<file path="config.mk">
export PLATFORM = sky130hd
export DESIGN_NAME = axi_rd_arbiter
export DESIGN_NICKNAME = d
export VERILOG_FILES = /design/src/rtl/axi_rd_arbiter_pkg.sv /design/src/rtl/axi_rd_arbiter_rr_arbiter.sv /design/src/rtl/axi_rd_arbiter.sv
export SDC_FILE = /design/constraint.sdc
export NUM_CORES = 1
export LEC_CHECK = 0
export CAP_MARGIN = 10
export CORE_AREA = 4 4 128 130
export CTS_CLUSTER_SIZE = 24
export DETAILED_ROUTE_END_ITERATION = 8
export DIE_AREA = 0 0 132 134
export GPL_TIMING_DRIVEN = 0
export HOLD_SLACK_MARGIN = 0.08
export PLACE_DENSITY_LB_ADDON = 0.05
export SYNTH_ARGS = -nofsm -noshare
export SYNTH_HDL_FRONTEND = slang
export SYNTH_SLANG_ARGS = --single-unit
</file>
<file path="constraint.sdc">
create_clock -name clk -period 3 [get_ports clk]
set_clock_uncertainty 0.15 [all_clocks]
set_input_delay 0.6 -clock clk [delete_from_list [all_inputs] [get_ports clk]]
set_output_delay 0.6 -clock clk [all_outputs]
set_load 0.01 [all_outputs]
</file>
<file path="src/rtl/axi_rd_arbiter_pkg.sv">
// ---------------------------------------------------------------------------
// axi_rd_pkg
// Shared definitions for the AXI read-channel arbiter and its picker.
// Contents:
//   state_e            : arbiter FSM states (IDLE, AR, R)
//   AXI_*_W            : fixed AXI field widths
//   ARLOCK_0 / ARCACHE_0 / ARPROT_0 : constant AR sideband values
// ---------------------------------------------------------------------------
package axi_rd_pkg;

  typedef enum logic [1:0] {
    IDLE = 2'd0,
    AR   = 2'd1,
    R    = 2'd2
  } state_e;

  localparam int AXI_LEN_W   = 4;
  localparam int AXI_SIZE_W  = 3;
  localparam int AXI_BURST_W = 2;
  localparam int AXI_RESP_W  = 2;
  localparam int AXI_LOCK_W  = 2;
  localparam int AXI_CACHE_W = 4;
  localparam int AXI_PROT_W  = 3;

  localparam logic [AXI_LOCK_W-1:0]  ARLOCK_0  = '0;
  localparam logic [AXI_CACHE_W-1:0] ARCACHE_0 = '0;
  localparam logic [AXI_PROT_W-1:0]  ARPROT_0  = '0;

endpackage

</file>
<file path="src/rtl/axi_rd_arbiter_rr_arbiter.sv">
// ---------------------------------------------------------------------------
// rr_arbiter
// Purely combinational round-robin picker. Scans i_ptr, i_ptr+1, ...
// (wrapping at NUM_M-1 back to 0) and returns the first requester.
// Ports:
//   i_req     : request vector, bit 0 = master 0
//   i_ptr     : index with the highest priority this round
//   o_grant   : index of the chosen requester (0 when none)
//   o_any_req : at least one request is present
// ---------------------------------------------------------------------------
module rr_arbiter
  import axi_rd_pkg::*;
#(
  parameter int NUM_M = 4,
  parameter int PTR_W = (NUM_M > 1) ? $clog2(NUM_M) : 1
) (
  input  logic [NUM_M-1:0] i_req,
  input  logic [PTR_W-1:0] i_ptr,
  output logic [PTR_W-1:0] o_grant,
  output logic             o_any_req
);

  logic [PTR_W:0]   w_sum;
  logic [PTR_W-1:0] w_idx;

  // Walk the candidates in priority order; the first hit wins. The sum is
  // one bit wider so the modulo wrap can be done with a single subtract.
  always_comb begin
    o_grant   = '0;
    o_any_req = 1'b0;
    w_sum     = '0;
    w_idx     = '0;
    for (int i = 0; i < NUM_M; i++) begin
      w_sum = {1'b0, i_ptr} + (PTR_W+1)'(i);
      if (w_sum >= (PTR_W+1)'(NUM_M)) begin
        w_sum = w_sum - (PTR_W+1)'(NUM_M);
      end
      w_idx = w_sum[PTR_W-1:0];
      if (!o_any_req && i_req[w_idx]) begin
        o_any_req = 1'b1;
        o_grant   = w_idx;
      end
    end
  end

endmodule

</file>
<file path="src/rtl/axi_rd_arbiter.sv">
// ---------------------------------------------------------------------------
// axi_rd_arbiter
// Shares one AXI read channel among NUM_M masters with round-robin priority.
// One burst is outstanding at a time: a master is granted in IDLE, its AR is
// forwarded in AR, and R beats are steered back to it in R until RLAST.
// Ports:
//   clk, rst            : clock, synchronous active-low reset
//   m_ar*               : packed per-master AR requests (master 0 in low bits)
//   m_arready           : per-master ARREADY, only the granted bit can be high
//   m_rdata/rid/rresp/rlast : R payload broadcast to all masters
//   m_rvalid / m_rready : per-master R handshake, only the granted bit is live
//   ar* / arvalid / arready : slave-side AR channel
//   r* / rvalid / rready    : slave-side R channel
//   rid_err             : sticky, set when a beat's RID differs from granted ARID
// ---------------------------------------------------------------------------
module axi_rd_arbiter
  import axi_rd_pkg::*;
#(
  parameter int NUM_M  = 4,
  parameter int ID_W   = 4,
  parameter int ADDR_W = 32,
  parameter int DATA_W = 32
) (
  input  logic                            clk,
  input  logic                            rst,
  input  logic [NUM_M*ID_W-1:0]           m_arid,
  input  logic [NUM_M*ADDR_W-1:0]         m_araddr,
  input  logic [NUM_M*AXI_LEN_W-1:0]      m_arlen,
  input  logic [NUM_M*AXI_SIZE_W-1:0]     m_arsize,
  input  logic [NUM_M*AXI_BURST_W-1:0]    m_arburst,
  input  logic [NUM_M-1:0]                m_arvalid,
  output logic [NUM_M-1:0]                m_arready,
  output logic [DATA_W-1:0]               m_rdata,
  output logic [ID_W-1:0]                 m_rid,
  output logic [AXI_RESP_W-1:0]           m_rresp,
  output logic                            m_rlast,
  output logic [NUM_M-1:0]                m_rvalid,
  input  logic [NUM_M-1:0]                m_rready,
  output logic [ID_W-1:0]                 arid,
  output logic [ADDR_W-1:0]               araddr,
  output logic [AXI_LEN_W-1:0]            arlen,
  output logic [AXI_SIZE_W-1:0]           arsize,
  output logic [AXI_BURST_W-1:0]          arburst,
  output logic [AXI_LOCK_W-1:0]           arlock,
  output logic [AXI_CACHE_W-1:0]          arcache,
  output logic [AXI_PROT_W-1:0]           arprot,
  output logic                            arvalid,
  input  logic                            arready,
  input  logic [ID_W-1:0]                 rid,
  input  logic [DATA_W-1:0]               rdata,
  input  logic [AXI_RESP_W-1:0]           rresp,
  input  logic                            rlast,
  input  logic                            rvalid,
  output logic                            rready,
  output logic                            rid_err
);

  localparam int PTR_W = (NUM_M > 1) ? $clog2(NUM_M) : 1;

  localparam logic [1:0] ST_IDLE = IDLE;
  localparam logic [1:0] ST_AR   = AR;
  localparam logic [1:0] ST_R    = R;

  logic [1:0]       r_state;
  logic [PTR_W-1:0] r_grant;
  logic [PTR_W-1:0] r_rr_ptr;
  logic [ID_W-1:0]  r_gnt_id;
  logic             r_rid_err;

  logic [PTR_W-1:0] w_pick;
  logic             w_any_req;
  logic [PTR_W-1:0] w_ptr_next;

  rr_arbiter #(
    .NUM_M (NUM_M),
    .PTR_W (PTR_W)
  ) u_rr (
    .i_req     (m_arvalid),
    .i_ptr     (r_rr_ptr),
    .o_grant   (w_pick),
    .o_any_req (w_any_req)
  );

  // The master just granted drops to lowest priority next round.
  assign w_ptr_next = (w_pick == PTR_W'(NUM_M-1)) ? '0 : w_pick + 1'b1;

  // AR fields always follow the registered grant; arvalid qualifies them.
  assign arid    = m_arid   [r_grant*ID_W        +: ID_W];
  assign araddr  = m_araddr [r_grant*ADDR_W      +: ADDR_W];
  assign arlen   = m_arlen  [r_grant*AXI_LEN_W   +: AXI_LEN_W];
  assign arsize  = m_arsize [r_grant*AXI_SIZE_W  +: AXI_SIZE_W];
  assign arburst = m_arburst[r_grant*AXI_BURST_W +: AXI_BURST_W];
  assign arlock  = ARLOCK_0;
  assign arcache = ARCACHE_0;
  assign arprot  = ARPROT_0;
  assign arvalid = (r_state == ST_AR) && m_arvalid[r_grant];

  // R payload is broadcast; only the handshake bits are steered.
  assign m_rdata = rdata;
  assign m_rid   = rid;
  assign m_rresp = rresp;
  assign m_rlast = rlast;
  assign rready  = (r_state == ST_R) && m_rready[r_grant];
  assign rid_err = r_rid_err;

  // Per-master handshake steering: only the granted master ever sees
  // ARREADY (in AR) or RVALID (in R); everyone else is held low.
  always_comb begin
    m_arready = '0;
    m_rvalid  = '0;
    if (r_state == ST_AR) begin
      m_arready[r_grant] = arready;
    end
    if (r_state == ST_R) begin
      m_rvalid[r_grant] = rvalid;
    end
  end

  // Grant FSM. Arbitration only happens in IDLE, which also gives the
  // one-cycle bubble between the last beat of one burst and the next AR.
  // The burst length is never counted; RLAST alone ends the R phase.
  always_ff @(posedge clk) begin
    if (!rst) begin
      r_state   <= ST_IDLE;
      r_grant   <= '0;
      r_rr_ptr  <= '0;
      r_gnt_id  <= '0;
      r_rid_err <= 1'b0;
    end else begin
      case (r_state)
        ST_IDLE: begin
          if (w_any_req) begin
            r_grant  <= w_pick;
            r_gnt_id <= m_arid[w_pick*ID_W +: ID_W];
            r_rr_ptr <= w_ptr_next;
            r_state  <= ST_AR;
          end
        end
        ST_AR: begin
          if (arvalid && arready) begin
            r_state <= ST_R;
          end
        end
        ST_R: begin
          if (rvalid && rready && (rid != r_gnt_id)) begin
            r_rid_err <= 1'b1;
          end
          if (rvalid && rready && rlast) begin
            r_state <= ST_IDLE;
          end
        end
        default: r_state <= ST_IDLE;
      endcase
    end
  end

endmodule

</file>
### After elaboration in Yosys (flattened, before gate mapping)

Index checks and enable logic that the tools add are counted.

* multiply operators: 1
* order comparisons: 10
* equal/unequal tests: 7
* reduce and logical (&&, ||, !) cells: 17
* add/subtract/negate cells: 8
* muxes and demuxes: 33
* bitwise gates (word level): 2
* shift operators: 6

Operators by type and width (number)
* $shiftx 128x8->32: 1
* $shiftx 16x5->4: 3
* $mux 2: 12
* $lt 2x3->1 const B: 5
* $bmux 1 s2: 6
* $shiftx 12x5->3: 1
* $mux 1: 11
* $logic_and 1x1->1: 10
* $ge 3x3->1 const B: 3
* $and 4x4->4: 2
* $mux 4: 2
* $shiftx 8x4->2: 1
* $sub 2x1->2 const B: 4
* $add 2x2->3 const B: 2
* $ne 2x1->1 const B: 3
* $pmux 2 s3: 1
* $eq 2x2->1 const B: 2
* $mul 2x2->4 const B: 1
* $ne 4x4->1: 1
* $reduce_and 2->1: 2
* $add 2x1->3 const B: 1
* $ge 2x3->1 const B: 1
* $logic_not 1->1: 3
* $reduce_and 3->1: 1
* 5 further kinds: 5

* register bits after elaboration: 11
* output and inout port bits: 104

### Depth between registers and ports, before layout

* word-level depth: 16
* gate-level depth with buffers: 6
* gate-level depth less buffers: 5

### Hierarchy

Synthesis repeated with hierarchy kept, for this count alone.

* cell total of the unflattened synthesis: 198
* area total of the unflattened synthesis: 2224.6 um^2

By module, submodules not included
* axi_rd_arbiter: instances 1, cells an instance 183, area an instance 2147.1 um^2, sequential area each 220.2 um^2
* rr_arbiter: instances 1, cells an instance 15, area an instance 77.6 um^2, sequential area each 0.0 um^2

### Worst setup path after synthesis

No wires, ideal clock.

* path kind: register -> output
* start point: register r_grant[0]
* end point: output port araddr[0]
* arrival time: 1.331 ns
* setup slack: 0.919 ns
* cell stages (with the launch flop): 4
* buffers on the path: 2
* data required time: 2.250 ns
* cells stage by stage: dfxtp_1 > buf_2 > buf_2 > mux4_2

* longest elaborated chain between the ends: 1

RTL lines
* from (decl): line axi_rd_arbiter.sv:65 `logic [PTR_W-1:0] r_grant;`
* from (signal assigned): line axi_rd_arbiter.sv:133 `r_grant <= w_pick;`
* $shiftx 128x8->32: line axi_rd_arbiter.sv:89 `assign araddr = m_araddr [r_grant*ADDR_W +: ADDR_W];`
* to (decl): line axi_rd_arbiter.sv:40 `output logic [ADDR_W-1:0] araddr,`

No other way between the ends.

### Worst setup path after layout

* start point: register r_grant[0]
* end point: output port araddr[11]

The elaborated chain is that of the path after synthesis.

==> impl_results.md <==
- Status: finished clean
- Skew-Pair Late Insertion Delay: roughly 0.24 ns
- Die Y: roughly 130 µm
- Final setup fails: 0
- Worst path cell trace: buf_2 -> buf_4 -> mux4_2 -> clkdlybuf4s50_1
- Critical Path Slowest Stage Cell: mux4_2
- Post-CTS Setup Bufs: 0
- CP startpoint: r_grant[0]
- CTS Sinks: 11
- Final Non-Filler Cells: 690
- Detailed Route WL: 14.1 mm
- Max-cap violations: 0
- Seq cells post-synth: 11
- Fin. Hold Viols: 0
- Register Area: roughly 220 µm²
- Ys async rst share: 0
- Placed cells: around 690
- Vias in the first global route: 3005
- Final worst slack: 0.0933 ns
- Top cells by area, synth: mux4_2 (48%), buf_4 (16%), dfxtp_1 (10%)
- Leakage: 2.03 nW
- Rows: 45
- Placer Congestion: 0.809
- Top-count cell post-synth: buf_4
- Vias per cell: 4.11
- Syn Inst Count: 200
- Grt ovf: 0
- Area of placed instances: ~0.0054 mm²
- Die W: 132 µm
- Initial antenna violation count: 1
- Ys flop type: dfxtp_1
- DRT iter0 DRCs: 67
- Max Fclk: 344 MHz
- CTS max path bufs: 2
- Number of port buffers: 291
- Share of cells above drive strength 1: 0.227
- Hold Path Class: reg2reg
- Critical Path RT: approximately 2.3 ns
- # fillers: 1512
- Crit end category: output pin
- Crit path max fanout: 10
- Sequential area share after synthesis: 0.0998
- Die area: 0.0177 mm²
- I/O pins: 335
- H-tree depth: 1
- Top post-synthesis cells by count: buf_4 (48), mux4_2 (47), dfxtp_1 (11)
- Worst vdd ir: approximately 0.00015 V
- DR pass1 iterations: 4
- Final instance area: 0.00548 mm²
- Ant. Diodes: 0
- Worst r2r src: r_rr_ptr[1]
- Number of flops mapped to enable cells by yosys: 0
- CP max stage delay: 0.57 ns
- Pwr/cell area: 298 mW/mm²
- YS warnings: 0
- Fin crit period: 2.91 ns
- Root Driver: clkbuf_16
- Setup TNS: 0 ns
- Overall routing resource usage: 0.147
- CTS buffer count: 3
- Post-synth cell types: 34
- Critical path class: reg2out
- Rel. slew slack: 0.640
- Drc violations: 0
- Startpoint types: flop
- Final slew viol count: 0
- Critical path arrival: 2.16 ns
- Post-route clock period utilization: 0.969
- Area Growth Syn to Fin: 148%
- DP Wirelength: 12.5 mm
- WL per Instance: 20.5 µm
- Min-delay src: rid_err
- Core Area: 0.0151 mm²
- Starting Density: 0.146
- Cell taking the most area after synthesis: mux4_2
- Final nets: 734
- Pin count of the biggest net entering global routing: 11
- Pre-CTS setup slack: -0.0801 ns
- Synth top area share: 0.480
- First-pass GRT wire length: ~20 mm
- Hold slack final: 0.345 ns
- RSZ-0062 raised after global routing: yes
- CTS tree: yes
- DRT antenna net count: 0
- Multi-input logic area: approximately 0.0016 mm²
- Post-Syn Area: between 0.002 and 0.0025 mm²
- Worst-path clk slew: 0.05 ns
- Least-Margin Pin Slew: 0.539 ns
- Mean post-synth cell area: around 11 µm²
- Routed via count: ~2800
[sequential cells by signal (all words and copies together) (netlist names)]
signal	cells
r_state	2
rid_err	1
r_gnt_id	4
r_rr_ptr	2
r_grant	2
[cell usage in the layout, fill, tap and decap left out, types with 3 or more instances in the layout]
master,netlist,layout
clkdlybuf4s50_1,0,286
buf_4,48,53
mux4_2,47,47
dfxtp_1,11,11
mux2i_1,9,9
conb_1,1,9
nor2_1,8,8
nand2_1,8,8
a21oi_1,7,7
nand3_1,6,6
buf_2,7,4
nand2b_1,4,4
o21ai_0,4,4
o221ai_1,4,4
xnor2_1,4,4
dlygate4sd2_1,0,4
clkbuf_2,0,3
nor3_1,3,3
clkbuf_16,0,3
[kinds of logic (layout without fill, tap and decap cells)]
| kind of cell | Yosys count | after routing | share of synthesized area |
|---|---|---|---|
| compound gates | 21 | 21 | 0.0618 |
| xor+xnor | 5 | 5 | 0.0198 |
| buf+inv | 65 | 359 | 0.196 |
| flops | 11 | 11 | 0.0998 |
| mux | 56 | 56 | 0.520 |
| other cells | 1 | 9 | 0.00170 |
| simple gates | 41 | 41 | 0.100 |
[routing by layer]
metal | GRT usage | wire length [µm] | vias to the layer above
met4 | 0.0193 | 49 | 2
met2 | 0.283 | 7770 | 155
met3 | 0.0446 | 1190 | 4
met5 | 0 | 13 | -
li1 | - | - | 1338
met1 | 0.163 | 5110 | 1336
[what timing repair did]
| item | CTS | global route |
|---|---|---|
| resized for setup | 12 | 5 |
| setup endpoints to repair | 52 | 22 |
| hold buffers | 0 | 0 |
[worst paths after layout]
| check | end | slack, ns | cells past startpoint |
|---|---|---|---|
| hold reg to reg | rid_err | 0.35 | 2 |
| hold / removal | rid_err | 0.35 | 2 |
| setup reg to reg | r_gnt_id[2] | 1.09 | 5 |
| setup / recovery | araddr[11] | 0.09 | 4 |
[area by class of cell]
type,count,area share
Buffer,62,0.0804
Clock buffer,3,0.0137
Clock inverter,1,0.000914
Inverter,2,0.00137
Multi-Input combinational cell,132,0.289
Sequential cell,11,0.0402
Tap cell,188,0.0429
Timing Repair Buffer,291,0.531
[worst max-delay path, delay by kind of cell (launching register included)]
family	cells	cell delay [ns]
muxes	1	0.57
DFF	1	0.29
buffers and inverters	3	1.04
[where the power goes]
group | internal (W) | total [W] | switching (W) | leakage, nW
combinational | 0.000768 | 0.00119 | 0.000425 | 1.90
sequential | 0.000170 | 0.000191 | 0.0000208 | 0.0908
clock | 0.000177 | 0.000247 | 0.0000702 | 0.0409
[per-stage QoR]
stage                     power, W   util
after CTS                  0.00167  0.361
after floorplan           0.000736      -
final                      0.00163  0.362
after global routing       0.00173  0.362
after global placement     0.00140  0.356
after detailed placement   0.00140  0.356
No activity file was read; power rests on OpenSTA's default activity.
==> variant 1 (same flow settings) <==
The package constant `AXI_SIZE_W` goes from 3 to 6.
--- a/src/rtl/axi_rd_arbiter_pkg.sv
+++ b/src/rtl/axi_rd_arbiter_pkg.sv
@@ -15,7 +15,7 @@
   } state_e;
 
   localparam int AXI_LEN_W   = 4;
-  localparam int AXI_SIZE_W  = 3;
+  localparam int AXI_SIZE_W  = 6;
   localparam int AXI_BURST_W = 2;
   localparam int AXI_RESP_W  = 2;
   localparam int AXI_LOCK_W  = 2;
Ports: changed (resized arsize and m_arsize); port bits go from 335 to 350. The function was not compared with the original's and may differ.
==> variant 1 against the original RTL <==
  * Sequential cell count is the same
  * Total power shrank 1.6%
  * Utilization grew 1.5 points
  * Synthesized area grew 2.7%
  * Fmax grew 1.3%
  * Final cell count grew 3.0%
  * Worst setup slack gained 0.039 ns
  * Routed wire length grew 12%
  * Cell area grew 4.1%
  * Critical endpoint is now araddr[10]
  * Largest cell class unchanged
==> variant 1: results (changes against the original RTL) <==
Outcome:
- Outcome: finished, final reports clean (unchanged).

Synthesis:
- Leading cell types by total area after synthesis: sky130_fd_sc_hd__mux4_2 49%, sky130_fd_sc_hd__buf_4 16%, sky130_fd_sc_hd__dfxtp_1 9.7%, sky130_fd_sc_hd__mux2i_1 4.0%, sky130_fd_sc_hd__buf_2 1.8% (was sky130_fd_sc_hd__mux4_2 48%, sky130_fd_sc_hd__buf_4 16%, sky130_fd_sc_hd__dfxtp_1 10%, sky130_fd_sc_hd__mux2i_1 4.1%, sky130_fd_sc_hd__a21oi_1 1.6%).
- The share of flip-flops with an asynchronous set or reset came to 0% (unchanged).
- Most common library cells after synthesis: 49 x sky130_fd_sc_hd__buf_4, 49 x sky130_fd_sc_hd__mux4_2, 11 x sky130_fd_sc_hd__dfxtp_1, 9 x sky130_fd_sc_hd__mux2i_1 (was 48 x sky130_fd_sc_hd__buf_4, 47 x sky130_fd_sc_hd__mux4_2, 11 x sky130_fd_sc_hd__dfxtp_1, 9 x sky130_fd_sc_hd__mux2i_1).
- The number of distinct standard cells referenced by the synthesized netlist came to 35 (was 34).
- The post-synthesis sequential area ratio is 9.72% (was 9.98%).
- The number of warnings printed during yosys synthesis is 0 (unchanged).

Pwr:
- The largest voltage drop on the vdd net is 0.000204 V (was 0.000154 V).
- The internal power came to 1.11 mW (was 1.12 mW).
- The leakage component of the power was 2.11 nW (was 2.03 nW).

Detailed routing:
- The length of the first detailed-routing pass in iterations is 4 (unchanged).
- The sum of routed wire length over all layers is 15900 um (was 14100 um).
- The via-per-instance ratio is 4.17 (was 4.11).
- The starting DRC count in detailed routing was 60 (was 67).

Timing:
- The worst-margin pin slew came to 0.503 ns (was 0.539 ns).

Clock tree:
- The later-pin clock latency in the skew report is 0.24 ns (about the same).

Layout:
- The fraction of final layout cells sized beyond drive strength 1 is 22.8% (was 22.7%).
- The number of nets in the layout is 762 (was 734).
- The number of filler instances in the final layout is 1507 (was 1512).

Global routing:
- The first-pass GRT wire length is 22000 um (was 20000 um).
- The pin count of the biggest net entering global routing is 11 (unchanged).
- The number of antenna violations at the first check in global routing is 8 (was 1).
- The number of global-route vias before repair is 3233 (was 3005).
- The aggregate global-route resource usage is 16.6% (was 14.7%).

Place:
- The post-DP HPWL is 14400 um (was 12500 um).
- The count of input and output buffers came to 306 (was 291).
- The final weighted congestion of routability-driven global placement was 0.817 (was 0.809).
- The cell area after placement was 5590 um2 (was 5390 um2).
variant 1: critical path: stages, from the launching register on:
cell and delay (ns):
sky130_fd_sc_hd__dfxtp_1 0.37, sky130_fd_sc_hd__buf_6 0.20, sky130_fd_sc_hd__buf_4 0.24, sky130_fd_sc_hd__mux4_2 0.51, sky130_fd_sc_hd__clkdlybuf4s50_1 0.56
variant 1: cells by family after synthesis:
family                 share of synthesized area [%]
buffers and inverters                           19.9
multiplexers                                    53.8
AND/OR/NAND/NOR                                 8.39
AO/OA/AOI/OAI                                   6.07
flip-flops                                      9.72
XOR/XNOR                                        1.93
other                                          0.165
variant 1: per-layer routing:
metal	up-vias	global-route usage [%]	wire length [um]
li1	1380	-	-
met1	1384	17.7	5680
met2	174	30.1	8350
met3	16	7.69	1650
met4	8	3.27	133
met5	-	0	46
variant 1: what timing repair did:
action,CTS,global route
setup buffers,0,0
setup endpoints to repair,51,6
gates resized for setup,14,3
variant 1: cell type report:
cell class,instances,share of cell area (%)
flip-flops and latches,11,3.86
diodes,5,0.219
well taps,188,4.12
repair buffers,306,53.7
multi-input cells,131,28.4
clock buffers,4,1.38
plain buffers,64,8.20
inverters,2,0.132
variant 1: worst paths after layout:
kind              depth (start not counted)                       end                      from  slack (ns)
setup / recovery                          4                araddr[10]   r_grant[0]$_SDFFE_PN0P_        0.13
hold / removal                            2      rid_err$_SDFFE_PN0P_      rid_err$_SDFFE_PN0P_        0.35
setup reg to reg                          6  r_gnt_id[0]$_SDFFE_PN0P_  r_rr_ptr[1]$_SDFFE_PN0P_        1.15
hold reg to reg                           2      rid_err$_SDFFE_PN0P_      rid_err$_SDFFE_PN0P_        0.35
variant 1: metrics by stage:
step           instances  util [%]  hold slack (ns)  setup WS, ns
2_1_floorplan        208         -            0.325         0.908
3_3_place_gp         702      36.9            0.338        -0.114
3_5_place_dp         702      36.9            0.345        -0.133
4_1_cts              706      37.5            0.358        0.0115
5_1_grt              710      37.6            0.396       0.00391
6_report             711      37.7            0.350         0.132
variant 1: power by group through the flow:
stage / Clock, mW / Sequential (mW) / Combinational [mW]
final: 0.244 / 0.186 / 1.17
after global routing: 0.252 / 0.189 / 1.25
after CTS: 0.246 / 0.186 / 1.19
after detailed placement: 0 / 0.188 / 1.18
after global placement: 0 / 0.187 / 1.19
after floorplan: 0 / 0.184 / 0.520
==> variant 2 (config.mk and constraints unchanged) <==
Made on the original files. Put one more register stage on the output `rid_err`, cleared by the reset. The value now appears one clock later. The other outputs are not delayed to match.
--- a/src/rtl/axi_rd_arbiter.sv
+++ b/src/rtl/axi_rd_arbiter.sv
@@ -101,7 +101,13 @@
   assign m_rresp = rresp;
   assign m_rlast = rlast;
   assign rready  = (r_state == ST_R) && m_rready[r_grant];
-  assign rid_err = r_rid_err;
+  always_ff @(posedge clk) begin
+    if (!rst) begin
+      rid_err <= '0;
+    end else begin
+      rid_err <= r_rid_err;
+    end
+  end
 
   // Per-master handshake steering: only the granted master ever sees
   // ARREADY (in AR) or RVALID (in R); everyone else is held low.
Behaviour: not the same (Yosys sat finds a counterexample within 4 cycles, from zero or initial values and one cycle with rst low).
==> variant 2 against the original RTL <==
  * Non-clock buffer count grew 1
  * Utilization increased by 0.32 points
  * Total power is 0.59% lower
  * Die area stayed put
  * Synthesized area grew 2.7%
  * Sequential cell count up 1
  * Hold slack got worse by 0.041 ns
  * Cell area rose by 0.89%
  * Clock power fell by 4%
  * Critical path depth unchanged
  * Sequential share of layout area is 0.33 points higher
  * Routed wire length decreased by 1.1%
  * Worst setup slack worse by 0.017 ns
==> variant 2: results (changes against the original RTL) <==
Synthesis:
- Leading cell types by total area after synthesis: sky130_fd_sc_hd__mux4_2 46%, sky130_fd_sc_hd__buf_4 16%, sky130_fd_sc_hd__dfxtp_1 11%, sky130_fd_sc_hd__mux2i_1 3.5%, sky130_fd_sc_hd__buf_6 2.0% (was sky130_fd_sc_hd__mux4_2 48%, sky130_fd_sc_hd__buf_4 16%, sky130_fd_sc_hd__dfxtp_1 10%, sky130_fd_sc_hd__mux2i_1 4.1%, sky130_fd_sc_hd__a21oi_1 1.6%).
- The top flip-flop cell by instance count after synthesis was sky130_fd_sc_hd__dfxtp_1 (unchanged).
- The number of distinct standard cells referenced by the synthesized netlist is 37 (was 34).
- Most common library cells after synthesis: 49 x sky130_fd_sc_hd__buf_4, 46 x sky130_fd_sc_hd__mux4_2, 12 x sky130_fd_sc_hd__dfxtp_1, 8 x sky130_fd_sc_hd__mux2i_1, 8 x sky130_fd_sc_hd__nor2_1 (was 48 x sky130_fd_sc_hd__buf_4, 47 x sky130_fd_sc_hd__mux4_2, 11 x sky130_fd_sc_hd__dfxtp_1, 9 x sky130_fd_sc_hd__mux2i_1).
- The post-synthesis sequential area ratio is 10.6% (was 9.98%).

Place:
- The cell area after placement is 5450 um2 (was 5390 um2).
- The cell total after placement is 688 (was 687).
- The worst setup slack before clock tree synthesis is -0.143 ns (was -0.0801 ns).
- The final weighted congestion of routability-driven global placement is 0.811 (was 0.809).
- The post-DP HPWL came to 12400 um (was 12500 um).

Critical path:
- The capturing instance or port of the critical path is rready (was araddr[11]).
- The largest fanout on the critical path is 3 (was 10).
- The category of the critical setup timing path is in -> out (was reg -> out).
- The setup slack on the worst flop-to-flop path is 1.24 ns (was 1.09 ns).
- The beginning of the critical path is m_rready[3] (was r_grant[0]$_SDFFE_PN0P_).
- The worst reg2reg path depth is 4 (was 5).
- The delay of the slowest cell on the worst path came to 0.52 ns (was 0.57 ns).
- The reg-to-reg startpoint is r_state[0]$_SDFFE_PN0P_ (was r_rr_ptr[1]$_SDFFE_PN0P_).

Layout:
- The fraction of final layout cells sized beyond drive strength 1 was 23.1% (was 22.7%).
- The number of nets in the layout is 735 (was 734).

Timing:
- The final period demand of the worst path was 2.92 ns (was 2.91 ns).

Detailed routing:
- The routed wire length per instance is 20.3 um (was 20.5 um).
- The via count is 2854 (was 2835).
- The sum of routed wire length over all layers is 14000 um (was 14100 um).

Global routing:
- The first-pass GRT wire length is 20200 um (was 20000 um).
- The number of global-route vias before repair is 3059 (was 3005).

Pwr:
- The leakage component of the power is 2.04 nW (was 2.03 nW).

Outcome:
- Outcome: finished, final reports clean (unchanged).
variant 2: how the worst min path moves through the flow:
stage                           start                  to  slack (ns)  depth (start not counted)
3_5_place_dp   r_rid_err$_SDFFE_PN0P_  rid_err$_SDFF_PN0_        0.30                          1
4_1_cts        r_rid_err$_SDFFE_PN0P_  rid_err$_SDFF_PN0_        0.31                          1
3_3_place_gp   r_rid_err$_SDFFE_PN0P_  rid_err$_SDFF_PN0_        0.30                          1
2_1_floorplan  r_rid_err$_SDFFE_PN0P_  rid_err$_SDFF_PN0_        0.28                          1
5_1_grt        r_rid_err$_SDFFE_PN0P_  rid_err$_SDFF_PN0_        0.35                          1
6_report       r_rid_err$_SDFFE_PN0P_  rid_err$_SDFF_PN0_        0.30                          1
variant 2: routing by layer:
| metal | track usage, % | up-vias | share of wire, % | wire length (um) |
|---|---|---|---|---|
| met5 | 0 | - | 0.093 | 13 |
| met4 | 2.28 | 2 | 1.3 | 178 |
| met3 | 5.81 | 13 | 9.9 | 1390 |
| met2 | 27.7 | 160 | 53 | 7390 |
| met1 | 15.8 | 1337 | 36 | 5010 |
| li1 | - | 1342 | - | - |
variant 2: power by group:
| part | internal [mW] | total, mW | switching, mW | leakage, nW |
|---|---|---|---|---|
| registers | 0.183 | 0.206 | 0.0225 | 0.0988 |
| logic | 0.768 | 1.18 | 0.410 | 1.90 |
| clock network | 0.173 | 0.238 | 0.0644 | 0.0370 |
variant 2: logic make-up after synthesis:
group / count (synthesis) / synth area share (%)
simple gates: 38 / 8.50
compound gates: 22 / 7.45
xor+xnor: 5 / 1.93
other cells: 1 / 0.165
flops: 12 / 10.6
buf+inv: 68 / 21.0
mux: 55 / 50.4
variant 2: cell type report:
| type | count | area, um2 |
|---|---|---|
| Multi-Input combinational cell | 129 | 1580 |
| Inverter | 4 | 15.0 |
| Fill cell | 1489 | 9620 |
| Clock buffer | 3 | 75.1 |
| Timing Repair Buffer | 291 | 2910 |
| Tap cell | 188 | 235 |
| Buffer | 63 | 473 |
| Sequential cell | 12 | 240 |
variant 2: worst max-delay path, delay by kind of cell:
family,cells,cell delay (ns)
simple gates,1,0.17
buf+inv,2,0.88
mux,1,0.52
variant 2: what timing repair did:
action | CTS | global route
buffers inserted | 0 | 0
pin swaps | 0 | 0
resized for setup | 8 | 4
endpoints found under the setup margin | 52 | 25
